**config.mk**
```make
export PLATFORM = sky130hd
export DESIGN_NAME = fp_divider
export DESIGN_NICKNAME = d
export VERILOG_FILES = /design/src/rtl/fp_div_pkg.sv /design/src/rtl/fp_div_mant.sv /design/src/rtl/fp_divider.sv
export SDC_FILE = /design/constraint.sdc
export NUM_CORES = 1
export LEC_CHECK = 0
export BUFFER_PORTS_ARGS = -buffer_cell sky130_fd_sc_hd__buf_2
export CAP_MARGIN = 20
export CORE_UTILIZATION = 30
export CTS_BUF_LIST = sky130_fd_sc_hd__clkbuf_4
export CTS_CLUSTER_SIZE = 24
export DETAILED_ROUTE_END_ITERATION = 10
export SKIP_CTS_REPAIR_TIMING = 1
export SYNTH_ARGS = -nofsm -noshare
export SYNTH_HDL_FRONTEND = slang
export SYNTH_SLANG_ARGS = --single-unit
export TNS_END_PERCENT = 10
```
**constraint.sdc**
```tcl
create_clock -name clk -period 2.8 [get_ports clk]
set_input_delay 0.28 -clock clk [delete_from_list [all_inputs] [get_ports clk]]
set_output_delay 0.28 -clock clk [all_outputs]
set_load 0.005 [all_outputs]
```
**src/rtl/fp_div_pkg.sv**
```systemverilog
// rtl/fp_div_pkg.sv - shared types and constants for the single-precision divider
package fp_div_pkg;
    localparam int EXP_W    = 8;
    localparam int MAN_W    = 23;
    localparam int BIAS     = 127;
    localparam int ITER_DEF = 26;

    localparam logic [31:0]      QNAN    = 32'h7FC00000;
    localparam logic [EXP_W-1:0] EXP_MAX = 8'hFF;

    typedef enum logic [2:0] {
        IDLE,
        CHECK,
        DIV,
        NORM,
        DONE
    } state_e;
endpackage

```
**src/rtl/fp_div_mant.sv**
```systemverilog
// rtl/fp_div_mant.sv - restoring mantissa divider, one quotient bit per step
module fp_div_mant
    import fp_div_pkg::*;
#(
    parameter int ITER = ITER_DEF
) (
    input  logic             clk,
    input  logic             rst,
    input  logic             load_i,
    input  logic             step_i,
    input  logic [MAN_W-1:0] ma_i,
    input  logic [MAN_W-1:0] mb_i,
    output logic [ITER-1:0]  qr_o,
    output logic             rem_nz_o,
    output logic             last_o
);
    logic [MAN_W+1:0] r_q, r_d;
    logic [MAN_W:0]   d_q;
    logic [ITER-1:0]  qr_q, qr_d;
    logic [4:0]       cnt_q;
    logic             ge;
    logic [MAN_W+1:0] diff;

    // R < 2D always holds, so both shifted forms fit in 25 bits
    assign ge   = r_q >= {1'b0, d_q};
    assign diff = r_q - {1'b0, d_q};

    always_comb begin
        r_d  = ge ? {diff[MAN_W:0], 1'b0} : {r_q[MAN_W:0], 1'b0};
        qr_d = {qr_q[ITER-2:0], ge};
    end

    always_ff @(posedge clk) begin
        if (rst) begin
            r_q   <= '0;
            d_q   <= '0;
            qr_q  <= '0;
            cnt_q <= '0;
        end else if (load_i) begin
            r_q   <= {2'b01, ma_i};
            d_q   <= {1'b1, mb_i};
            qr_q  <= '0;
            cnt_q <= 5'(ITER - 1);
        end else if (step_i) begin
            r_q   <= r_d;
            qr_q  <= qr_d;
            cnt_q <= cnt_q - 5'd1;
        end
    end

    assign qr_o     = qr_q;
    assign rem_nz_o = |r_q;
    assign last_o   = cnt_q == 5'd0;
endmodule

```
**src/rtl/fp_divider.sv**
```systemverilog
// rtl/fp_divider.sv - sequential IEEE-754 single divider; FP_DIV_ROUND_EN selects RNE rounding
module fp_divider
    import fp_div_pkg::*;
#(
    parameter int ITER = ITER_DEF
) (
    input  logic        clk,
    input  logic        rst,
    input  logic        start,
    input  logic [31:0] a,
    input  logic [31:0] b,
    output logic        busy,
    output logic        done,
    output logic [31:0] q
);
    state_e state_q, state_d;
    logic               sign_q, spec_q;
    logic [31:0]        spec_res_q, q_q, q_d;
    logic signed [9:0]  ex_q;

    logic [EXP_W-1:0]   ea, eb;
    logic [MAN_W-1:0]   ma, mb;
    logic               a_zero, b_zero, a_inf, b_inf, a_nan, b_nan, s_in, spec_in, accept;
    logic [31:0]        spec_res_in, norm_res;
    logic signed [9:0]  ex_in, e_n, e_f;
    logic [ITER-1:0]    qr;
    logic               rem_nz, last;
    logic [MAN_W-1:0]   mant, mant_r;
    logic               guard, sticky;

    assign ea     = a[30:23];
    assign eb     = b[30:23];
    assign ma     = a[22:0];
    assign mb     = b[22:0];
    assign a_zero = ea == '0;
    assign b_zero = eb == '0;
    assign a_inf  = (ea == EXP_MAX) && (ma == '0);
    assign b_inf  = (eb == EXP_MAX) && (mb == '0);
    assign a_nan  = (ea == EXP_MAX) && (ma != '0);
    assign b_nan  = (eb == EXP_MAX) && (mb != '0);
    assign s_in   = a[31] ^ b[31];
    assign ex_in  = 10'({2'b00, ea}) - 10'({2'b00, eb}) + 10'(BIAS);
    assign accept = (state_q == IDLE) && start;

    always_comb begin
        spec_in     = 1'b1;
        spec_res_in = QNAN;
        if (a_nan || b_nan)                            spec_res_in = QNAN;
        else if ((a_zero && b_zero) || (a_inf && b_inf)) spec_res_in = QNAN;
        else if (a_inf || b_zero)                      spec_res_in = {s_in, EXP_MAX, 23'h0};
        else if (a_zero || b_inf)                      spec_res_in = {s_in, 31'h0};
        else begin
            spec_in     = 1'b0;
            spec_res_in = 32'h0;
        end
    end

    fp_div_mant #(.ITER(ITER)) u_mant (
        .clk      (clk),
        .rst      (rst),
        .load_i   (accept),
        .step_i   (state_q == DIV),
        .ma_i     (ma),
        .mb_i     (mb),
        .qr_o     (qr),
        .rem_nz_o (rem_nz),
        .last_o   (last)
    );

    always_comb begin
        if (qr[25]) begin
            mant   = qr[24:2];
            guard  = qr[1];
            sticky = qr[0] | rem_nz;
            e_n    = ex_q;
        end else begin
            mant   = qr[23:1];
            guard  = qr[0];
            sticky = rem_nz;
            e_n    = ex_q - 10'sd1;
        end
    end

`ifdef FP_DIV_ROUND_EN
    logic       inc, carry;
    assign inc             = guard & (sticky | mant[0]);
    assign {carry, mant_r} = {1'b0, mant} + {23'h0, inc};
    assign e_f             = e_n + {9'h0, carry};
`else
    logic round_unused;
    assign round_unused = guard | sticky;
    assign mant_r       = mant;
    assign e_f          = e_n;
`endif

    always_comb begin
        if (e_f >= 10'sd255)    norm_res = {sign_q, EXP_MAX, 23'h0};
        else if (e_f <= 10'sd0) norm_res = {sign_q, 31'h0};
        else                    norm_res = {sign_q, e_f[7:0], mant_r};
    end

    always_ff @(posedge clk) begin
        if (rst) begin
            state_q    <= IDLE;
            q_q        <= 32'h0;
            sign_q     <= 1'b0;
            spec_q     <= 1'b0;
            spec_res_q <= 32'h0;
            ex_q       <= '0;
        end else begin
            state_q <= state_d;
            q_q     <= q_d;
            if (accept) begin
                sign_q     <= s_in;
                spec_q     <= spec_in;
                spec_res_q <= spec_res_in;
                ex_q       <= ex_in;
            end
        end
    end

    always_comb begin
        state_d = state_q;
        case (state_q)
            IDLE:    if (start) state_d = CHECK;
            CHECK:   state_d = spec_q ? DONE : DIV;
            DIV:     if (last) state_d = NORM;
            NORM:    state_d = DONE;
            DONE:    state_d = IDLE;
            default: state_d = IDLE;
        endcase
    end

    always_comb begin
        q_d  = q_q;
        busy = 1'b0;
        done = 1'b0;
        case (state_q)
            CHECK: begin
                busy = 1'b1;
                if (spec_q) q_d = spec_res_q;
            end
            DIV:   busy = 1'b1;
            NORM: begin
                busy = 1'b1;
                q_d  = norm_res;
            end
            DONE:  done = 1'b1;
            default: ;
        endcase
    end

    assign q = q_q;
endmodule
```
After elaboration in Yosys (flattened, before gate mapping)
Cells that the tools add are included.
{"block": "totals", "reg_bits": 159, "latchBits": 0, "mem_bits_rw": 0, "rom_bits": 0, "in_bits": 67, "output_inout_bits": 34, "wordCells": 80, "mem_count": 0}
{"block": "op_classes", "n_addsub": 5, "mul": 0, "div": 0, "magnitude_cmp": 3, "eq_ne": 9, "shifts": 0, "n_mux": 25, "bitwise": 1, "reduce_logical": 25}
{"operator": "32-bit 2-to-1 mux", "count": 5}
{"operator": "32-bit one-hot mux with 2 select lines", "count": 1}
{"operator": "31-bit 2-to-1 mux", "count": 2}
{"operator": "24-bit 2-to-1 mux", "count": 2}
{"operator": "23-bit logical NOT", "count": 2}
{"operator": "23-bit nonzero test", "count": 2}
{"operator": "25-bit by 24-bit >= comparator with 1-bit output", "count": 1}
{"operator": "25-bit 2-to-1 mux", "count": 1}
{"operator": "24-bit subtractor", "count": 1}
{"operator": "23-bit 2-to-1 mux", "count": 1}
{"operator": "8-bit == test (second input constant)", "count": 2}
{"operator": "8-bit logical NOT", "count": 2}
{"operator": "3-bit one-hot mux with 4 select lines", "count": 1}
{"operator": "9-bit by 8-bit adder with 10-bit output (second input constant)", "count": 1}
{"operator": "10-bit by 9-bit >= comparator with 1-bit output (second input constant)", "count": 1}
{"operator": "10-bit by 1-bit less-or-equal comparator with 1-bit output (second input constant)", "count": 1}
{"operator": "10-bit 2-to-1 mux", "count": 1}
{"operator": "5-bit 2-to-1 mux", "count": 2}
{"operator": "10-bit by 2-bit subtractor with 10-bit output (second input constant)", "count": 1}
{"operator": "3-bit 2-to-1 mux", "count": 3}
{"operator": "8-bit by 8-bit subtractor with 9-bit output", "count": 1}
{"operator": "1-bit logical AND", "count": 7}
{"operator": "3-bit by 2-bit == test with 1-bit output (second input constant)", "count": 2}
{"operator": "1-bit 2-to-1 mux", "count": 6}
{"operator": "other kinds (12)", "count": 19}

Depth between registers and ports, before layout
{"block": "logic_depth", "depth_word": 7, "depth_mapped": 13, "mapped_depth_nobuf": 12}

By module
From an unflattened synthesis, not the netlist that was laid out.
{"block": "unflattened", "cells_unflattened": 965, "hier_area_um2": 8052.7}
{"mod": "fp_div_mant", "instances": 1, "cells_per_inst": 564, "area_per_inst_um2": 4730.8, "seq_area_each_um2": 1601.5}
{"mod": "fp_divider", "instances": 1, "cells_per_inst": 401, "area_per_inst_um2": 3321.9, "seq_area_each_um2": 1001.0}

Worst setup path after synthesis
OpenSTA, ideal clock, no wires.
{"block": "synth_timing", "path_type": "register to register", "start": "reg u_mant.d_q[7]", "end": "reg u_mant.r_q[4]", "setup_ns": 0.134, "arrival_ns": 2.592, "required_time_ns": 2.666, "slack_ns": 0.074, "stages_incl_launch_ff": 13, "n_path_buf": 2, "synth_period_minus_slack_ns": 2.726, "cell_sequence": "dfxtp_1 -> inv_1 -> ha_1 -> o21a_2 -> o21a_1 -> a311o_1 -> o31ai_4 -> o31a_4 -> a31o_4 -> buf_6 -> buf_8 -> mux2i_1 -> o22ai_1"}
{"block": "synth_between", "elab_chain_len": 4}
{"element": "start: declaration", "line": "fp_div_mant.sv:18", "source": "logic [MAN_W:0] d_q;"}
{"element": "start signal: assignment", "line": "fp_div_mant.sv:41", "source": "d_q <= {1'b1, mb_i};"}
{"element": "25-bit by 24-bit >= comparator with 1-bit output", "line": "fp_div_mant.sv:25", "source": "assign ge = r_q >= {1'b0, d_q};"}
{"element": "25-bit 2-to-1 mux", "line": "fp_div_mant.sv:29", "source": "r_d = ge ? {diff[MAN_W:0], 1'b0} : {r_q[MAN_W:0], 1'b0};"}
{"element": "24-bit 2-to-1 mux", "line": "fp_div_mant.sv:44", "source": "end else if (step_i) begin"}
{"element": "24-bit 2-to-1 mux", "line": "fp_div_mant.sv:39", "source": "end else if (load_i) begin"}
{"element": "end signal: assignment", "line": "fp_div_mant.sv:40", "source": "r_q <= {2'b01, ma_i};"}
{"element": "end signal: assignment", "line": "fp_div_mant.sv:45", "source": "r_q <= r_d;"}
{"element": "end: declaration", "line": "fp_div_mant.sv:17", "source": "logic [MAN_W+1:0] r_q, r_d;"}
Every way passes these cells. The select of a mux whose other input is x is not followed.
A chain may end at the register's enable or synchronous reset.

Worst setup path after layout
{"block": "layout_timing", "start": "reg u_mant.d_q[4]", "end": "reg u_mant.r_q[19]"}
{"block": "layout_between", "elab_chain_len": 4, "elab_cells_between_ends": 5, "cone_classes": "1 x add/sub; 1 x order compare; 3 x mux"}
{"element": "24-bit subtractor / 25-bit by 24-bit >= comparator with 1-bit output (equally long branches)", "line": "fp_div_mant.sv:26, fp_div_mant.sv:25"}
{"element": "25-bit 2-to-1 mux (*)", "line": "fp_div_mant.sv:29"}
{"element": "24-bit 2-to-1 mux (*)", "line": "fp_div_mant.sv:44"}
{"element": "24-bit 2-to-1 mux (*)", "line": "fp_div_mant.sv:39"}
Every way passes the cells marked *; elsewhere a longest branch is shown, timed or not. The select of a mux whose other input is x is not followed.

==> impl_metrics.sql <==
INSERT INTO impl_metrics (metric_group, metric, value, unit) VALUES
('timing', 'finalSetupTns', '0', 'ns'),
('pwr', 'switch_pwr', '0.00210', 'W'),
('final_layout', 'regArea', '2610', 'um2'),
('timing', 'achievable_frequency', '358', 'MHz'),
('die', 'floorplan.die.width', '159', 'um'),
('clock_tree', 'cts.clk_slew.worst_paths', '0.13', 'ns'),
('logic_synthesis', 'synth-seq-area-share', '0.351', ''),
('pwr', 'ir_worst_vdd', '0.292', 'mV'),
('drt', 'drc', '0', ''),
('logic_synthesis', 'syn_inst', '921', ''),
('pwr', 'comb_power_share', '0.402', ''),
('pwr', 'power.share.switching', '0.376', ''),
('worst_setup_path', 'path_class', 'reg2reg', ''),
('timing', 'slew-limit-headroom', '0.593', ''),
('worst_setup_path', 'critPathMaxStageDelay', '0.44', 'ns'),
('final_layout', 'multi_input_comb_area', '4550', 'um2'),
('logic_synthesis', 'dominantRegCellSynth', 'dfxtp_1', ''),
('clock_tree', 'tritoncts', 'yes', ''),
('timing', 'grt_setup_unrepaired', 'yes', ''),
('placed_design', 'dpl.hpwl', '14.6', 'mm'),
('grt', 'grt_max_degree', '51', ''),
('logic_synthesis', 'synth.distinct_cells', '70', ''),
('grt', 'number_of_antenna_violations_at_the_first_check_in_global_routing', '1', ''),
('pwr', 'powerDensity', '612', 'nW/um2'),
('worst_setup_path', 'crit_arrival', '3.28', 'ns'),
('logic_synthesis', 'main_combinational_cell_family_by_area_after_synthesis', 'compound AO/OA/AOI/OAI gates', ''),
('worst_setup_path', 'cp_max_fo', '9', ''),
('final_layout', 'final_cell_count_without_fillers', '1398', ''),
('placed_design', 'place.port_buffers', '100', ''),
('timing', 'worst_hold_slack', '0.0276', 'ns'),
('timing', 'final_hold_viol_count', '0', ''),
('logic_synthesis', 'ys_warn_count', '0', ''),
('drt', 'via_count', '7010', ''),
('hold_path', 'hold_path_depth', '3', ''),
('timing', 'max_slew.worst_pin.slew', '0.611', 'ns'),
('timing', 'setup_clock_skew_after_layout', '0.0211', 'ns'),
('status', 'run_status', 'complete, no violations', ''),
('final_layout', 'final_net_count', '1165', ''),
('worst_setup_path', 'cp.required', '3.28', 'ns'),
('final_layout', 'layout_commonest_cell', 'nand2_1', ''),
('die', 'boundaryPins', '101', ''),
('worst_setup_path', 'worstPathCellList', 'inv_2 > ha_4 > nand3_2 > o21bai_4 > a2111oi_4 > o31ai_4 > o31a_4 > a31o_4 > buf_12 > or3_1 > o211ai_1', ''),
('pwr', 'seq_power_share', '0.370', ''),
('pwr', 'power_frac_clock', '0.228', ''),
('grt', 'overall_global_routing_resource_usage', '0.157', ''),
('worst_setup_path', 'crit_path_top_delay_cell', 'a2111oi_4', ''),
('die', 'die_y', '159', 'um'),
('grt', 'grt_first_pass_wirelength', '32.2', 'mm'),
('worst_setup_path', 'endpoint_kind', 'register', ''),
('final_layout', 'layout_common_cells', 'nand2_1, dfxtp_1, buf_2', ''),
('logic_synthesis', 'synth-async-reset-ratio', '0', ''),
('die', 'floorplan.initialDensity', '0.305', ''),
('die', 'fp.dieArea', '25400', 'um2'),
('timing', 'min_period', '2.79', 'ns'),
('drt', 'detail_route.wl_per_cell', '14.3', 'um'),
('worst_setup_path', 'critical_path_startpoint_category', 'register', ''),
('pwr', 'internal_power', '0.00350', 'W'),
('timing', 'report.final.setup_viol', '0', ''),
('final_layout', 'area_delta_synth_final', '23.5', '%'),
('final_layout', 'filler_cell_count', '2501', ''),
('logic_synthesis', 'basic_gate_share_of_the_synthesized_area_counting_and_or_nand_and_nor_cells', '0.204', ''),
('die', 'core_region_area', '24300', 'um2'),
('logic_synthesis', 'synth_fa_ha_area_frac', '0.0661', ''),
('drt', 'route.antenna.remaining_nets', '0', ''),
('clock_tree', 'worst_skew_pair.late_latency', '0.57', 'ns'),
('logic_synthesis', 'synth_enable_flop_cells', '0', ''),
('drt', 'vias_per_cell', '5.01', ''),
('run', 'max-cap-violations', '0', ''),
('hold_path', 'worstHoldPathType', 'in2reg', ''),
('logic_synthesis', 'synthesis.area_per_instance', '8.06', 'um2'),
('worst_setup_path', 'worst_r2r_startpoint', 'u_mant.d_q[4]', '');
[path summary, 6_finish.rpt]
| path | end | slack (ns) |
|---|---|---|
| max | u_mant.r_q[19] | 0.007 |
| min reg2reg | q[29] | 0.45 |
| max reg2reg | u_mant.r_q[19] | 0.007 |
| min | u_mant.d_q[20] | 0.03 |
[critical path, delay by kind of cell (launching register included)]
| family | cells | cell delay (ns) |
|---|---|---|
| simple gates | 2 | 0.45 |
| compound gates | 6 | 1.43 |
| buf+inv | 2 | 0.21 |
| fa+ha+maj | 1 | 0.27 |
| flops | 1 | 0.36 |
[layer usage]
layer  up-vias  global-route usage  routed length [um]
met5         -                   0                   0
met4         0              0.0420                 238
met3        21              0.0370                 808
met2       183               0.249                9060
met1      3237               0.213                9830
li1       3569                   -                   -
[Yosys cell counts (13+ instances only)]
master,n,share of area
xor2_1,15,0.018
mux2i_1,42,0.057
o21ai_1,20,0.013
a22oi_1,26,0.026
xnor2_1,25,0.030
dfxtp_1,130,0.35
nor4_1,21,0.018
nand2_1,164,0.083
ha_1,36,0.061
clkbuf_1,39,0.020
a21oi_1,83,0.056
o22ai_1,17,0.014
o21ai_0,22,0.015
nor2_1,58,0.029
inv_1,49,0.025
nor3_1,13,0.0088
[area by class of cell]
type,count,share of cell area
flip-flops and latches,130,0.285
clock inverters,15,0.0160
repair buffers,171,0.124
multi-input cells,691,0.497
inverters,49,0.0201
diodes,1,0.000273
well taps,324,0.0443
clock buffers,17,0.0139
[power by group through the flow]
stage / registers (W) / logic [W] / clock network, W
finish: 0.00207 / 0.00225 / 0.00128
floorplan: 0.00207 / 0.00151 / 0
detailed placement: 0.00211 / 0.00213 / 0
CTS: 0.00207 / 0.00215 / 0.00131
global placement: 0.00211 / 0.00212 / 0
global route: 0.00209 / 0.00246 / 0.00141
[metrics by stage]
| step | cell area [um2] | util | total power (W) | worst slack (ns) |
|---|---|---|---|---|
| 5_1_grt | 9160 | 0.377 | 0.00596 | -0.0681 |
| 3_3_place_gp | 8550 | 0.352 | 0.00423 | 0.000957 |
| 4_1_cts | 8820 | 0.363 | 0.00553 | -0.0683 |
| 2_1_floorplan | 7420 | - | 0.00358 | 0.0739 |
| 6_report | 9160 | 0.377 | 0.00560 | 0.00656 |
| 3_5_place_dp | 8550 | 0.352 | 0.00424 | -0.0461 |
[sequential cells by signal, summed over array words and instances (netlist names)]
register	flops
u_mant.d_q	24
u_mant.cnt_q	5
q	32
spec_res_q	3
sign_q	1
spec_q	1
u_mant.qr_o	26
state_q	3
u_mant.r_q	25
ex_q	10
[kinds of logic after synthesis]
kind of cell               Yosys count
AOI/OAI and AO/OA                  243
adders and majority gates           38
and+or+nand+nor                    324
buffers and inverters              100
xor gates and xnor gates            40
DFF                                130
muxes                               46
(Power assumes the default switching activity.)
